File: src/rtl/event_log_arbiter.sv
// -----------------------------------------------------------------------------
// event_log_arbiter
//
// Timestamped event logger shared by several event sources. A rising edge on
// any requester line latches the current time of day (horario) for that
// source. A round-robin arbiter then writes one pending event per cycle into
// a circular log. The log is drained through a show-ahead read port.
//
// Ports
//   clk_1Hz   in   design clock, rising edge
//   reset     in   synchronous, active-high reset
//   horario   in   current time in seconds (0..86399)
//   req       in   N_REQ event request lines; a rising edge is one event
//   grant     out  one-hot, registered; high the cycle after that source's
//                  entry is written
//   rd_en     in   pop the head entry
//   rd_data   out  head entry {src_id[1:0], timestamp[16:0]}; 0 when empty
//   empty     out  log holds no entries
//   full      out  log holds DEPTH entries
//   count     out  number of entries held (0..DEPTH)
//   overflow  out  sticky flag: an event was lost
//
// Build option
//   EVLOG_OVERWRITE_EN : when defined, a write into a full log with no pop
//                        overwrites the oldest entry and sets overflow, so
//                        pending events never stall. When undefined, sources
//                        stay pending until space frees.
// -----------------------------------------------------------------------------
module event_log_arbiter #(
   parameter int N_REQ = 4,
   parameter int DEPTH = 8
) (
   input  logic                     clk_1Hz,
   input  logic                     reset,
   input  logic [16:0]              horario,
   input  logic [N_REQ-1:0]         req,
   output logic [N_REQ-1:0]         grant,
   input  logic                     rd_en,
   output logic [18:0]              rd_data,
   output logic                     empty,
   output logic                     full,
   output logic [$clog2(DEPTH):0]   count,
   output logic                     overflow
);

   localparam int          AW = $clog2(DEPTH);
   localparam int unsigned NR = N_REQ;

   // registered state
   logic [N_REQ-1:0] req_q;
   logic [N_REQ-1:0] pend_q, pend_d;
   logic [16:0]      ts_q [N_REQ];
   logic [16:0]      ts_d [N_REQ];
   logic [1:0]       last_q, last_d;
   logic [N_REQ-1:0] grant_q, grant_d;
   logic [AW-1:0]    wr_ptr_q, wr_ptr_d;
   logic [AW-1:0]    rd_ptr_q, rd_ptr_d;
   logic [AW:0]      count_q, count_d;
   logic             overflow_q, overflow_d;

   logic [18:0]      mem [DEPTH];

   // combinational helpers
   logic [N_REQ-1:0] event_v;
   logic             any_pend;
   logic             found;
   logic [1:0]       sel;
   logic [16:0]      sel_ts;
   logic             wr_en;
   logic             adv_rd;
   logic             pop;
   logic             ovw_loss;

   assign empty    = (count_q == '0);
   assign full     = (count_q == (AW+1)'(DEPTH));
   assign count    = count_q;
   assign grant    = grant_q;
   assign overflow = overflow_q;
   assign rd_data  = empty ? '0 : mem[rd_ptr_q];

   assign event_v  = req & ~req_q;
   assign any_pend = |pend_q;
   assign pop      = rd_en && !empty;

   // Round-robin: search from last+1 with wrap; first pending source wins.
   always_comb begin
      int unsigned idx;
      found  = 1'b0;
      sel    = '0;
      sel_ts = '0;
      for (int unsigned k = 1; k <= NR; k++) begin
         idx = (32'(last_q) + k) % NR;
         if (!found && pend_q[idx]) begin
            found  = 1'b1;
            sel    = idx[1:0];
            sel_ts = ts_q[idx];
         end
      end
   end

`ifdef EVLOG_OVERWRITE_EN
   // A full log with no pop drops its oldest entry to make room.
   assign wr_en    = any_pend;
   assign ovw_loss = wr_en && full && !rd_en;
   assign adv_rd   = pop || ovw_loss;
`else
   assign wr_en    = any_pend && (!full || rd_en);
   assign ovw_loss = 1'b0;
   assign adv_rd   = pop;
`endif

   always_comb begin
      pend_d     = pend_q;
      overflow_d = overflow_q || ovw_loss;
      for (int unsigned i = 0; i < NR; i++) begin
         ts_d[i]    = ts_q[i];
         grant_d[i] = wr_en && (sel == i[1:0]);
         // An event on a source being written this edge replaces the entry
         // leaving; otherwise a re-event while pending is lost.
         if (event_v[i]) begin
            if (pend_q[i] && !grant_d[i]) begin
               overflow_d = 1'b1;
            end else begin
               pend_d[i] = 1'b1;
               ts_d[i]   = horario;
            end
         end else if (grant_d[i]) begin
            pend_d[i] = 1'b0;
         end
      end

      last_d   = wr_en  ? sel : last_q;
      wr_ptr_d = wr_en  ? wr_ptr_q + 1'b1 : wr_ptr_q;
      rd_ptr_d = adv_rd ? rd_ptr_q + 1'b1 : rd_ptr_q;

      count_d = count_q;
      if (wr_en && !adv_rd)      count_d = count_q + 1'b1;
      else if (adv_rd && !wr_en) count_d = count_q - 1'b1;
   end

   always_ff @(posedge clk_1Hz) begin
      if (reset) begin
         req_q      <= '0;
         pend_q     <= '0;
         last_q     <= 2'(N_REQ - 1);
         grant_q    <= '0;
         wr_ptr_q   <= '0;
         rd_ptr_q   <= '0;
         count_q    <= '0;
         overflow_q <= 1'b0;
         for (int unsigned i = 0; i < NR; i++) ts_q[i] <= '0;
      end else begin
         req_q      <= req;
         pend_q     <= pend_d;
         last_q     <= last_d;
         grant_q    <= grant_d;
         wr_ptr_q   <= wr_ptr_d;
         rd_ptr_q   <= rd_ptr_d;
         count_q    <= count_d;
         overflow_q <= overflow_d;
         for (int unsigned i = 0; i < NR; i++) ts_q[i] <= ts_d[i];
      end
   end

   // Log storage is not reset; stale contents are hidden by the pointers.
   always_ff @(posedge clk_1Hz) begin
      if (!reset && wr_en) mem[wr_ptr_q] <= {sel, sel_ts};
   end

endmodule
File: config.mk
export PLATFORM = sky130hd
export DESIGN_NAME = event_log_arbiter
export DESIGN_NICKNAME = d
export VERILOG_FILES = /design/src/rtl/event_log_arbiter.sv
export SDC_FILE = /design/constraint.sdc
export NUM_CORES = 1
export LEC_CHECK = 0
export ABC_AREA = 1
export BUFFER_PORTS_ARGS = -buffer_cell sky130_fd_sc_hd__clkbuf_2
export CORE_MARGIN = 2
export CORE_UTILIZATION = 35
export CTS_BUF_LIST = sky130_fd_sc_hd__clkbuf_16
export CTS_CLUSTER_SIZE = 24
export DETAILED_ROUTE_END_ITERATION = 12
export PLACE_DENSITY_LB_ADDON = 0.08
export SLEW_MARGIN = 20
export SYNTH_ARGS = -nofsm -noshare
export SYNTH_HDL_FRONTEND = slang
export SYNTH_SLANG_ARGS = --single-unit
File: constraint.sdc
create_clock -name clk_1Hz -period 4.1 [get_ports clk_1Hz]
set_input_delay 0.205 -clock clk_1Hz [delete_from_list [all_inputs] [get_ports clk_1Hz]]
set_output_delay 0.205 -clock clk_1Hz [all_outputs]
set_load 0.02 [all_outputs]
Yosys cells after proc, flatten, opt, wreduce, memory -nomap -nowiden:

Memory sizes are Yosys's and may differ from the RTL's. A register that Yosys moved wholly into a read port is not among the register bits.
Cells that the tools add are included.

* input bits: 24
* register bits: 25
* memories kept: 2
* output and inout port bits: 30
* RAM bits: 220
* logic and storage cells: 153

* bitwise logic cells: 6
* muxes and demuxes: 61
* add/sub/neg operators: 8
* magnitude comparators: 4
* equal/unequal tests: 16
* reductions and logical operators: 45

Memory list
* mem: depth 8, bits a word 19, rd ports 1, clocked after Yosys merged registers in 1, wr ports 1, line 61 `logic [18:0] mem [DEPTH];`
* ts_q: depth 4, bits a word 17, rd ports 4, clocked after Yosys merged registers in 0, wr ports 4, line 52 `logic [16:0] ts_q [N_REQ];`

Operators with widths (number)
* $mux 17: 16
* $mux 1: 32
* $mux 19: 1
* $logic_and 1x1->1: 16
* $ne 2x2->1 const B: 8
* $logic_not 1->1: 12
* $lt 2x3->1 const B: 4
* $reduce_and 3->1: 4
* $reduce_bool 2->1: 5
* $bmux 1 s2: 4
* $mux 2: 4
* $mux 4: 2
* $reduce_and 2->1: 4
* $add 3x1->3 const B: 2
* $mux 3: 2
* $add 2x1->2 const B: 2
* $add 2x2->2 const B: 2
* $add 4x1->4 const B: 1
* $and 4x4->4: 1
* $eq 2x2->1 const B: 2
* $eq 4x4->1 const B: 1
* $logic_not 4->1: 1
* $ne 1x1->1 const B: 4
* $not 4->4: 1
* 6 further kinds: 9

Depth between registers and ports, before layout:

* depth in word-level cells: 25
* depth in mapped cells: 16
* mapped depth without buffers: 16

Least setup slack after synthesis:

Ideal clock, no wire load.

* path type: reg-to-reg
* start point: register last_q[0]
* end point: memory ts_q[0][0], enable pin
* stages on the path, launching flop included: 14
* data arrival time: 2671 ps
* setup time: 415 ps
* slack: 1015 ps
* cells stage by stage: dfxtp_1 > buf_4 > nand2_1 > nand2_1 > nand2_2 > nand2_4 > nor2_4 > nor2_4 > nand2_1 > nand2_2 > nand2_1 > nor2_1 > nor2_1 > o21ai_0

RTL lines
* start, declared: line 54 `logic [1:0] last_q, last_d;`
* start signal, assigned: line 145 `last_q <= 2'(N_REQ - 1);`
* start signal, assigned: line 155 `last_q <= last_d;`
* end, declared: line 52

==> results_tabular.tex <==
\begin{tabular}{lr}
\hline
Metric & Value \\
\hline
\multicolumn{2}{l}{\textbf{Detailed routing}} \\
\quad Total vias in the final route & between 8000 and 9000 \\
\quad Final Routed Wirelength & 31300 microns \\
\quad Topmost layer with routed signal wires & met4 \\
\quad Total length of routed met3 wires & 1420 microns \\
\quad Average detailed-routed wire length per instance & 17.7 microns \\
\quad Iteration-0 DRC count of the detailed router & 675 \\
\quad Detailed Routing Iterations Pass 1 & 5 \\
\quad Detailed route wirelength on metal2 & 14400 microns \\
\quad Wire length on met1 & 15000 microns \\
\quad Via/cell ratio & 4.94 \\
\quad Antenna-violating nets left & 0 \\
\quad DRC violation count after routing & 0 \\
\multicolumn{2}{l}{\textbf{Synthesis}} \\
\quad Most used DFF post-synth & edfxtp\_1 \\
\quad Post-Syn Nets & 1277 \\
\quad Synth area leader & edfxtp\_1 \\
\quad Most frequent cell after synthesis & nor2\_1 \\
\quad Asr flop ratio synth & 0\% \\
\quad Flip-flop and latch count after synthesis & 250 \\
\quad Top cells by instance count after synthesis & nor2\_1 (223), edfxtp\_1 (220), nand2\_1 (198), o21ai\_0 (198), inv\_1 (100) \\
\quad Ranking of synthesized cells by area & edfxtp\_1 (56\%), o21ai\_0 (8.4\%), nor2\_1 (7.1\%) \\
\quad Synth Cell Area & 11800 sq um \\
\quad Number of warnings reported in the yosys synthesis log & 0 \\
\quad Mean area per synthesized cell & between 9 and 10 sq um \\
\quad Synth unique cells & 36 \\
\quad Sequential element share of the synthesized area & 61.1\% \\
\quad Count of flip-flops with a built-in enable after synthesis & between 200 and 250 \\
\quad Gate Count Post-Synth & 1247 \\
\quad Fraction of post-synthesis cell area in the top cell type by area & 56.0\% \\
\multicolumn{2}{l}{\textbf{GRT}} \\
\quad Overall routing resource usage & 17.8\% \\
\quad Vias in the first global route & 8375 \\
\quad Maximum number of pins on one net before global-route repair & 77 \\
\quad GRT Residual Overflow & 0 \\
\quad Wire length of the first global-routing pass & 49600 microns \\
\quad Antenna violations before repair & 0 \\
\multicolumn{2}{l}{\textbf{Layout}} \\
\quad Number of antenna cells inserted & 0 \\
\quad Post-Route Utilization & 40.4\% \\
\quad Fraction of layout cells with a size suffix above 1 & 12.0\% \\
\quad Synthesis-to-finish area growth & 14.4\% \\
\quad Nets & between 1000 and 1500 \\
\multicolumn{2}{l}{\textbf{Timing}} \\
\quad Max Clock Skew & 0.0171 ns \\
\quad Final setup violation count & 0 \\
\quad Setup repair after global routing missed its margin & no \\
\quad Post-route fraction of the period consumed by the critical path & 76.7\% \\
\quad Pin slew with the least headroom to its limit & 0.990 ns \\
\quad Total count of max-transition violations in the final report & 0 \\
\quad Post-Route Setup TNS & 0 ns \\
\quad Relative max-transition margin & 33.9\% \\
\quad Post-layout minimum cycle time & 3.15 ns \\
\quad Final hold violation count & 0 \\
\quad Maximum achievable frequency & roughly 320 MHz \\
\multicolumn{2}{l}{\textbf{Critical path}} \\
\quad Startpoint type of the worst setup path & register \\
\quad Arrival @ worst endpoint & $\sim$3.3 ns \\
\quad Reg2Reg Depth & 12 \\
\quad Cells along the critical path & inv\_1, nand2\_1, buf\_4, nand2\_4, nand2\_4, nand2\_4, nor2\_4, nand2\_2, a21oi\_2, nand3\_2, a21oi\_2, or2\_2 \\
\quad Crit path top cell by count & nand2\_4 \\
\quad Setup crit end & ts\_q[3][13]\$\_SDFFCE\_PN0P\_ \\
\quad Type of destination of the critical path & register \\
\quad Critical R2R Capture & ts\_q[3][13]\$\_SDFFCE\_PN0P\_ \\
\quad Data required time of the critical path & between 4 and 5 ns \\
\quad Largest fanout on the critical path & 19 \\
\quad Critical R2R Launch & last\_q[1]\$\_SDFFE\_PP1P\_ \\
\quad Start-to-end type of the worst setup path & reg2reg \\
\quad Slowest CP cell & dfxtp\_1 \\
\quad Biggest cell delay along the critical path & 0.46 ns \\
\quad Register-to-register setup slack & roughly 0.95 ns \\
\quad Launching instance or port of the critical path & last\_q[1]\$\_SDFFE\_PP1P\_ \\
\multicolumn{2}{l}{\textbf{Die}} \\
\quad Core Footprint & 33400 sq um \\
\quad Placement Rows & 67 \\
\quad Die Outline Area & roughly 35000 sq um \\
\quad Die height & 188 microns \\
\quad Starting density of the core & 35.3\% \\
\quad Die width & 188 microns \\
\quad Boundary pin count & 54 \\
\multicolumn{2}{l}{\textbf{Clock network}} \\
\quad \# Post-CTS Setup Buffers & 0 \\
\quad Clock-pin transition on the worst setup and hold timing paths & approximately 0.06 ns \\
\quad Hold\_buf cts & 7 \\
\quad Post-cts repair resize count & 0 \\
\quad Clk sinks & 250 \\
\quad Source-to-sink clock delay at the later pin of the worst-skew pair & 0.54 ns \\
\quad Clock Tree Buf Depth & 3 \\
\quad Root Driver & clkbuf\_16 \\
\quad Number of buffers inserted during clock tree synthesis & 28 \\
\quad CTS tree & built \\
\quad \# H-tree levels & 1 \\
\multicolumn{2}{l}{\textbf{Power and ir drop}} \\
\quad Int Power & 0.00609 W \\
\quad Sw power & 0.00420 W \\
\quad Clock network power share & 22.5\% \\
\quad Seq pwr share & 37.7\% \\
\quad Sw frac & 40.8\% \\
\quad Leakage power figure & 5.19 nW \\
\quad Power density of the placed cells & about 760 nW/um\^{}2 \\
\quad Largest voltage drop on the vdd net & between 0.3 and 0.4 mV \\
\quad Share of total power in combinational logic & 39.8\% \\
\multicolumn{2}{l}{\textbf{Placement}} \\
\quad Number of I/O port buffers & between 50 and 60 \\
\quad Detailed placer's ending HPWL & 20300 microns \\
\quad Routability congestion estimate from global placement & 0.774 \\
\multicolumn{2}{l}{\textbf{Run status}} \\
\quad Status & completed \\
\multicolumn{2}{l}{\textbf{Job}} \\
\quad Max-cap violations & 0 \\
\multicolumn{2}{l}{\textbf{Worst hold path}} \\
\quad Min-delay worst type & in2reg \\
\hline
\end{tabular}
## registers in the layout (all words and copies together), names as in the netlist, named ones only
| signal | count |
|---|---|
| mem | 152 |
| ts_q | 68 |
| count | 4 |
| grant | 4 |
| pend_q | 4 |
| req_q | 4 |
| rd_ptr_q | 3 |
| wr_ptr_q | 3 |
| last_q | 2 |
| overflow | 1 |
## area by class of cell
class	instances	area, sq um
Clock buffer	29	726
Tap cell	448	561
Fill cell	3404	19900
Sequential cell	250	7210
Clock inverter	21	120
Inverter	105	394
Multi-Input combinational cell	823	3940
Timing Repair Buffer	88	546
## through the flow
stage	power, W	area (sq um)	setup WS, ns	instances	hold WS (ns)
2_1_floorplan	0.00663	11800	1.01	1247	0.330
3_3_place_gp	0.00804	12600	0.997	1707	0.417
3_5_place_dp	0.00806	12600	0.928	1707	0.432
4_1_cts	0.0104	13500	0.889	1764	0.000185
5_1_grt	0.0111	13500	0.631	1764	0.0174
6_report	0.0103	13500	0.955	1764	0.0205
## logic make-up after synthesis
group / after synthesis / synth area share, %
xor+xnor: 1 / 0.0743
fa+ha+maj: 6 / 0.700
flops: 250 / 61.1
simple gates: 474 / 16.4
compound gates: 342 / 15.9
buf+inv: 174 / 5.75
## worst max-delay path, delay by kind of cell, from the launching register on
kind | cells | cell delay (ns)
compound gates | 2 | 0.56
buf+inv | 2 | 0.33
simple gates | 8 | 1.39
flops | 1 | 0.46
## power groups by stage
stage	Clock (W)	Combinational, W	Sequential [W]
floorplan	0	0.00276	0.00388
global placement	0	0.00410	0.00393
detailed placement	0	0.00413	0.00393
CTS	0.00239	0.00415	0.00388
global route	0.00249	0.00464	0.00392
finish	0.00232	0.00409	0.00388
## routing by layer
| metal | vias to the layer above | global-route usage, % |
|---|---|---|
| met5 | - | 0 |
| met4 | 0 | 3.27 |
| met3 | 30 | 2.45 |
| met2 | 182 | 29.2 |
| met1 | 4093 | 25.6 |
| li1 | 4412 | - |
## placed cells by master (no fill, tap or decap), drive strengths merged
cell / count
a211oi: 1
a21boi: 1
a21o: 2
a21oi: 55
a221oi: 4
a22oi: 9
a31oi: 22
buf: 28
bufinv: 1
clkbuf: 82
clkinv: 16
clkinvlp: 1
dfxtp: 30
dlygate4sd3: 7
edfxtp: 220
fa: 1
ha: 5
inv: 108
nand2: 210
nand3: 16
nand4: 10
nor2: 228
nor3: 7
o211ai: 13
o21ai: 198
o22ai: 37
or2: 3
xor2: 1
## worst min path at each step
stage,cells past startpoint,end,slack (ns),startpoint
after floorplan,2,req_q[0]$_SDFF_PP0_,0.33,req[0]
after global placement,3,req_q[2]$_SDFF_PP0_,0.42,req[2]
after detailed placement,3,req_q[1]$_SDFF_PP0_,0.43,req[1]
after CTS,3,ts_q[3][1]$_SDFFCE_PN0P_,0.0002,horario[1]
after global routing,3,ts_q[1][12]$_SDFFCE_PN0P_,0.02,horario[12]
final,3,ts_q[2][1]$_SDFFCE_PN0P_,0.02,horario[1]
Power figures use the tool's default switching activity.
